[src/rtl/func_sweep_pkg.sv]
// Shared types, sizes and the step-to-vector mapping for the function-cell sweep driver.
// Define FUNC_SWEEP_GRAY_EN to walk the vectors in Gray order instead of binary order.
package func_sweep_pkg;

  typedef enum logic [1:0] {
    IDLE   = 2'd0,
    SETTLE = 2'd1,
    SAMPLE = 2'd2,
    DONE   = 2'd3
  } state_t;

  localparam int NUM_VEC = 8;
  localparam int STEP_W  = 3;

  // Gray order flips exactly one cell input per step to limit glitching at the cell.
  function automatic logic [STEP_W-1:0] step_to_vec(input logic [STEP_W-1:0] step);
`ifdef FUNC_SWEEP_GRAY_EN
    return step ^ (step >> 2'd1);
`else
    return step;
`endif
  endfunction

endpackage

[src/rtl/func_vec_gen.sv]
// Step counter and registered vector mapping that drives the a/b/c inputs of the cell.
module func_vec_gen
  import func_sweep_pkg::*;
(
  input  logic              clk,
  input  logic              rst,
  input  logic              load,
  input  logic              adv,
  output logic [STEP_W-1:0] vec,
  output logic              last
);

  logic [STEP_W-1:0] step_r;
  logic [STEP_W-1:0] vec_r;
  logic [STEP_W-1:0] step_nxt_s;

  assign step_nxt_s = step_r + 3'd1;

  // Step counter with the vector registered alongside so a/b/c come straight from flops.
  always_ff @(posedge clk or posedge rst) begin
    if (rst) begin
      step_r <= 3'd0;
      vec_r  <= 3'd0;
    end else if (load) begin
      step_r <= 3'd0;
      vec_r  <= step_to_vec(3'd0);
    end else if (adv) begin
      step_r <= step_nxt_s;
      vec_r  <= step_to_vec(step_nxt_s);
    end
  end

  assign vec  = vec_r;
  assign last = (step_r == 3'(NUM_VEC - 1));

endmodule

[src/rtl/func_sweep_driver.sv]
// Sweeps a 3-input function cell through all 8 input vectors and checks y against TRUTH_TABLE.
// Define FUNC_SWEEP_GRAY_EN to visit the vectors in Gray order (results stay indexed by vector value).
module func_sweep_driver
  import func_sweep_pkg::*;
#(
  parameter int          SETTLE_CYC  = 2,
  parameter logic [7:0]  TRUTH_TABLE = 8'hCC
) (
  input  logic       clk,
  input  logic       rst,
  input  logic       start,
  input  logic       y_in,
  output logic       a,
  output logic       b,
  output logic       c,
  output logic       busy,
  output logic       done,
  output logic       pass,
  output logic [7:0] mismatch,
  output logic [3:0] fail_count
);

  localparam logic [3:0] SETTLE_LAST = 4'(SETTLE_CYC - 1);

  state_t            state_r, state_nxt_s;
  logic [3:0]        cnt_r, cnt_nxt_s;
  logic [7:0]        mismatch_r, mismatch_nxt_s;
  logic [3:0]        fail_r, fail_nxt_s;
  logic              busy_r, done_r, pass_r;
  logic              load_s, adv_s;
  logic [STEP_W-1:0] vec_s;
  logic              last_s;

  func_vec_gen u_vec_gen (
    .clk  (clk),
    .rst  (rst),
    .load (load_s),
    .adv  (adv_s),
    .vec  (vec_s),
    .last (last_s)
  );

  // Next-state, settle counter and result accumulation.
  always_comb begin
    state_nxt_s    = state_r;
    cnt_nxt_s      = cnt_r;
    mismatch_nxt_s = mismatch_r;
    fail_nxt_s     = fail_r;
    load_s         = 1'b0;
    adv_s          = 1'b0;
    case (state_r)
      IDLE, DONE: begin
        if (start) begin
          state_nxt_s    = SETTLE;
          cnt_nxt_s      = 4'd0;
          mismatch_nxt_s = 8'h00;
          fail_nxt_s     = 4'd0;
          load_s         = 1'b1;
        end else begin
          state_nxt_s = state_r;
        end
      end
      SETTLE: begin
        cnt_nxt_s = cnt_r + 4'd1;
        if (cnt_r == SETTLE_LAST) begin
          state_nxt_s = SAMPLE;
        end else begin
          state_nxt_s = SETTLE;
        end
      end
      SAMPLE: begin
        // y_in is sampled raw; the settle window is what makes it safe.
        if (y_in != TRUTH_TABLE[vec_s]) begin
          mismatch_nxt_s[vec_s] = 1'b1;
          fail_nxt_s            = fail_r + 4'd1;
        end else begin
          fail_nxt_s = fail_r;
        end
        if (last_s) begin
          state_nxt_s = DONE;
        end else begin
          state_nxt_s = SETTLE;
          adv_s       = 1'b1;
          cnt_nxt_s   = 4'd0;
        end
      end
      default: begin
        state_nxt_s = IDLE;
      end
    endcase
  end

  // State and result registers; status flags are derived from next state so they stay registered.
  always_ff @(posedge clk or posedge rst) begin
    if (rst) begin
      state_r    <= IDLE;
      cnt_r      <= 4'd0;
      mismatch_r <= 8'h00;
      fail_r     <= 4'd0;
      busy_r     <= 1'b0;
      done_r     <= 1'b0;
      pass_r     <= 1'b0;
    end else begin
      state_r    <= state_nxt_s;
      cnt_r      <= cnt_nxt_s;
      mismatch_r <= mismatch_nxt_s;
      fail_r     <= fail_nxt_s;
      busy_r     <= (state_nxt_s == SETTLE) || (state_nxt_s == SAMPLE);
      done_r     <= (state_nxt_s == DONE);
      pass_r     <= (state_nxt_s == DONE) && (mismatch_nxt_s == 8'h00);
    end
  end

  assign a          = vec_s[2];
  assign b          = vec_s[1];
  assign c          = vec_s[0];
  assign busy       = busy_r;
  assign done       = done_r;
  assign pass       = pass_r;
  assign mismatch   = mismatch_r;
  assign fail_count = fail_r;

endmodule
[config.mk]
export PLATFORM = sky130hd
export DESIGN_NAME = func_sweep_driver
export DESIGN_NICKNAME = d
export VERILOG_FILES = /design/src/rtl/func_sweep_pkg.sv /design/src/rtl/func_vec_gen.sv /design/src/rtl/func_sweep_driver.sv
export SDC_FILE = /design/constraint.sdc
export NUM_CORES = 1
export LEC_CHECK = 0
export ABC_AREA = 1
export ABC_CLOCK_PERIOD_IN_PS = 2300
export CAP_MARGIN = 20
export CORE_MARGIN = 5
export CORE_UTILIZATION = 45
export DETAILED_ROUTE_END_ITERATION = 7
export GPL_ROUTABILITY_DRIVEN = 0
export GPL_TIMING_DRIVEN = 0
export PLACE_DENSITY_LB_ADDON = 0.12
export RECOVER_POWER = 50
export SLEW_MARGIN = 5
export SYNTH_ARGS = -nofsm -noshare
export SYNTH_HDL_FRONTEND = slang
export SYNTH_SLANG_ARGS = --single-unit
[constraint.sdc]
create_clock -name clk -period 2.3 [get_ports clk]
set_input_delay 0.23 -clock clk [delete_from_list [all_inputs] [get_ports clk]]
set_output_delay 0.23 -clock clk [all_outputs]
set_load 0.02 [all_outputs]
==> impl_metrics.env <==
export IMPL_crit_cells=10
export IMPL_r2r_slack_ps=500
export IMPL_ys_seq_elements=24
export IMPL_finalPower_mw=1.34
export IMPL_cts_path_max_buffers=2
export IMPL_cts_sinks=24
export IMPL_crit_path_end="pass$_DFF_PP0_"
export IMPL_placed_area_sq_um=1490
export IMPL_clk_pin_slew_ps=130
export IMPL_antennaDiodeCount=0
export IMPL_path_cells="inv_1 > ha_1 > inv_1 > nor2_1 > a22oi_1 > ha_1 > inv_1 > nor2_1 > nand2_1 > nor2_1"
export IMPL_die_area_sq_um=3920
export IMPL_fmax_ghz=0.557
export IMPL_relSlewSlack_pct=40.2
export IMPL_drtIter0Drc=43
export IMPL_tightest_slew_ps=896
export IMPL_cts_made_buffers=3
export IMPL_ios=22
export IMPL_holdBufCountCts=0
export IMPL_final_layout_size_suffix_gt1_share_pct=4.57
export IMPL_cts_tree="yes"
export IMPL_post_cts_setup_buffers=0
export IMPL_areaGrowthSynthToFinish_pct=21.9
export IMPL_reg2reg_from="state_r[0]$_DFF_PP0_"
export IMPL_track_usage_pct=13.4
export IMPL_synthMostInstantiatedCell="nand2_1"
export IMPL_grt_max_degree=25
export IMPL_grt_pass1_vias=1069
export IMPL_cp_max_fo=4
export IMPL_tns_ps=0
export IMPL_min_period_over_period_pct=78.1
export IMPL_worst_setup_path_type="flip-flop to flip-flop"
export IMPL_ctsHtreeMaxLevel=1
export IMPL_ys_flop_type="dfrtp_1"
export IMPL_critPathCaptureType="flip-flop"
export IMPL_clock_skew_ps=6.85
export IMPL_critPathTopFamily="adder cells"
export IMPL_start_kind="flip-flop"
export IMPL_hpwlAfterDp_microns=1880
export IMPL_avgSynthCellArea_sq_um=8.30
export IMPL_worstPathRequired_ps=2550
export IMPL_min_from="mismatch[7]$_DFF_PP0_"
export IMPL_yosysUniqueCellTypes=21
export IMPL_fin_crit_ps=1800
export IMPL_port_buffers=21
export IMPL_report_final_setup_viol=0
export IMPL_dr_pass1_iters=4
export IMPL_outcome="completed"
export IMPL_antenna_found_initial=0
export IMPL_ys_warn_count=0
export IMPL_die_h_microns=62.6
export IMPL_wirelength_microns=2390
export IMPL_yosys_area_top_type="dfrtp_1"
export IMPL_syn_num_nets=162
export IMPL_rsz0062_at_grt="false"
export IMPL_core_sq_um=2710
export IMPL_slowest_stage="dfrtp_1"
export IMPL_synthCells=150
export IMPL_reg2reg_to="pass$_DFF_PP0_"
export IMPL_drc=0
export IMPL_cpPeakStageDelay_ps=380
export IMPL_yosys_top_cells_count="nand2_1 (45), dfrtp_1 (24), inv_1 (21)"
export IMPL_finalInstanceArea_sq_um=1520
export IMPL_cts_resized=0
export IMPL_synth_edf_count=0
export IMPL_synthArstFlopShare_pct=100
export IMPL_viasPerCell=5.00
export IMPL_clk_root_buffer_cell="clkbuf_4"
export IMPL_crit_start="state_r[0]$_DFF_PP0_"
export IMPL_cap_violations=0
export IMPL_syn_area_sq_um=1240
export IMPL_min_path_type="flip-flop to flip-flop"
export IMPL_worstPathBufferInverterCount=3
export IMPL_routedWlPerCell_microns=11.6
export IMPL_postRouteAntennaNets=0
export IMPL_clk_latency_ps=310
export IMPL_rows=19
export IMPL_yosysSeqAreaShare_pct=48.2
export IMPL_nNetsFinal=188
export IMPL_arrival_ps=2050
export IMPL_holdWs_ps=519
export IMPL_die_x_microns=62.6
export IMPL_start_util_pct=45.9
export IMPL_maxSlewViolCount=0
export IMPL_hold_viol_final=0
export IMPL_overflow=0
export IMPL_synth_top_area_share_pct=48.2
export IMPL_r2r_cells=10
export IMPL_peakVddDrop_mv=0.539
export IMPL_post_route_util_pct=56.0
export IMPL_synth_area_leaders="dfrtp_1 (48%), nand2_1 (14%), ha_1 (8.0%), inv_1 (6.3%), nor2_1 (4.2%)"
export IMPL_vias=1029
export IMPL_grt_pass1_wl_microns=4370
export IMPL_p_leak_nw=0.792
export IMPL_p_per_area_nw_per_um2=885
[worst min-delay path: stages (launching register included)]
cell	delay, ps
dfrtp_1	360
nand2_1	50
nand2_1	70
[layout by cell type, fill, tap and decap left out, types with 2 or more instances in the layout]
master,instances
xor2_1,2
inv_1,22
clkdlybuf4s50_1,20
dfrtp_1,24
nor2_1,14
o31ai_1,4
clkbuf_4,3
nand3_1,11
ha_1,8
xnor2_1,2
nand2_1,45
o21ai_0,8
[cell type report]
type	count	area, sq um
Fill cell	258	1190
Inverter	23	86.3
Timing Repair Buffer	21	210
Clock buffer	4	36.3
Sequential cell	24	601
Multi-Input combinational cell	103	546
Tap cell	31	38.8
[routing by layer]
| metal | wire, microns | track usage [%] | vias up |
|---|---|---|---|
| li1 | - | - | 524 |
| met1 | 1130 | 15.9 | 487 |
| met2 | 1170 | 24.5 | 16 |
| met3 | 75 | 2.16 | 2 |
| met4 | 14 | 3.98 | 0 |
| met5 | 0 | 0 | - |
[worst min-delay path by stage]
stage / slack [ps] / end / cells past startpoint
2_1_floorplan: 240 / busy$_DFF_PP0_ / 1
3_3_place_gp: 490 / mismatch[4]$_DFF_PP0_ / 2
3_5_place_dp: 490 / mismatch[7]$_DFF_PP0_ / 2
4_1_cts: 430 / fail_count[0]$_DFFE_PP0P_ / 2
5_1_grt: 580 / mismatch[6]$_DFF_PP0_ / 2
6_report: 520 / mismatch[7]$_DFF_PP0_ / 2
[power breakdown]
part           internal (mW)  leakage (nW)  switching (mW)
registers              0.501         0.325          0.0609
logic                  0.213         0.446           0.347
clock network         0.0966        0.0210           0.125
total                  0.811         0.792           0.533
[logic make-up (layout without fill, tap and decap cells)]
family	after synthesis	after routing	share of synthesized area, %
and+or+nand+nor	72	72	24.2
DFF	24	24	48.2
buffers and inverters	23	48	6.94
AOI/OAI and AO/OA	18	18	8.94
adders and majority gates	8	8	8.04
xor gates and xnor gates	4	4	2.81
muxes	1	1	0.804
[registers in the layout (all words and copies together), names as in the netlist]
name	count
done	1
pass	1
mismatch	8
cnt_r	4
busy	1
state_r	2
u_vec_gen.step_r	3
fail_count	4
[stage by stage]
step / instances / setup slack [ps]
5_1_grt: 206 / 263
6_report: 206 / 504
4_1_cts: 206 / 485
2_1_floorplan: 150 / 627
3_5_place_dp: 202 / 508
3_3_place_gp: 202 / 547
Power figures use the tool's default switching activity.
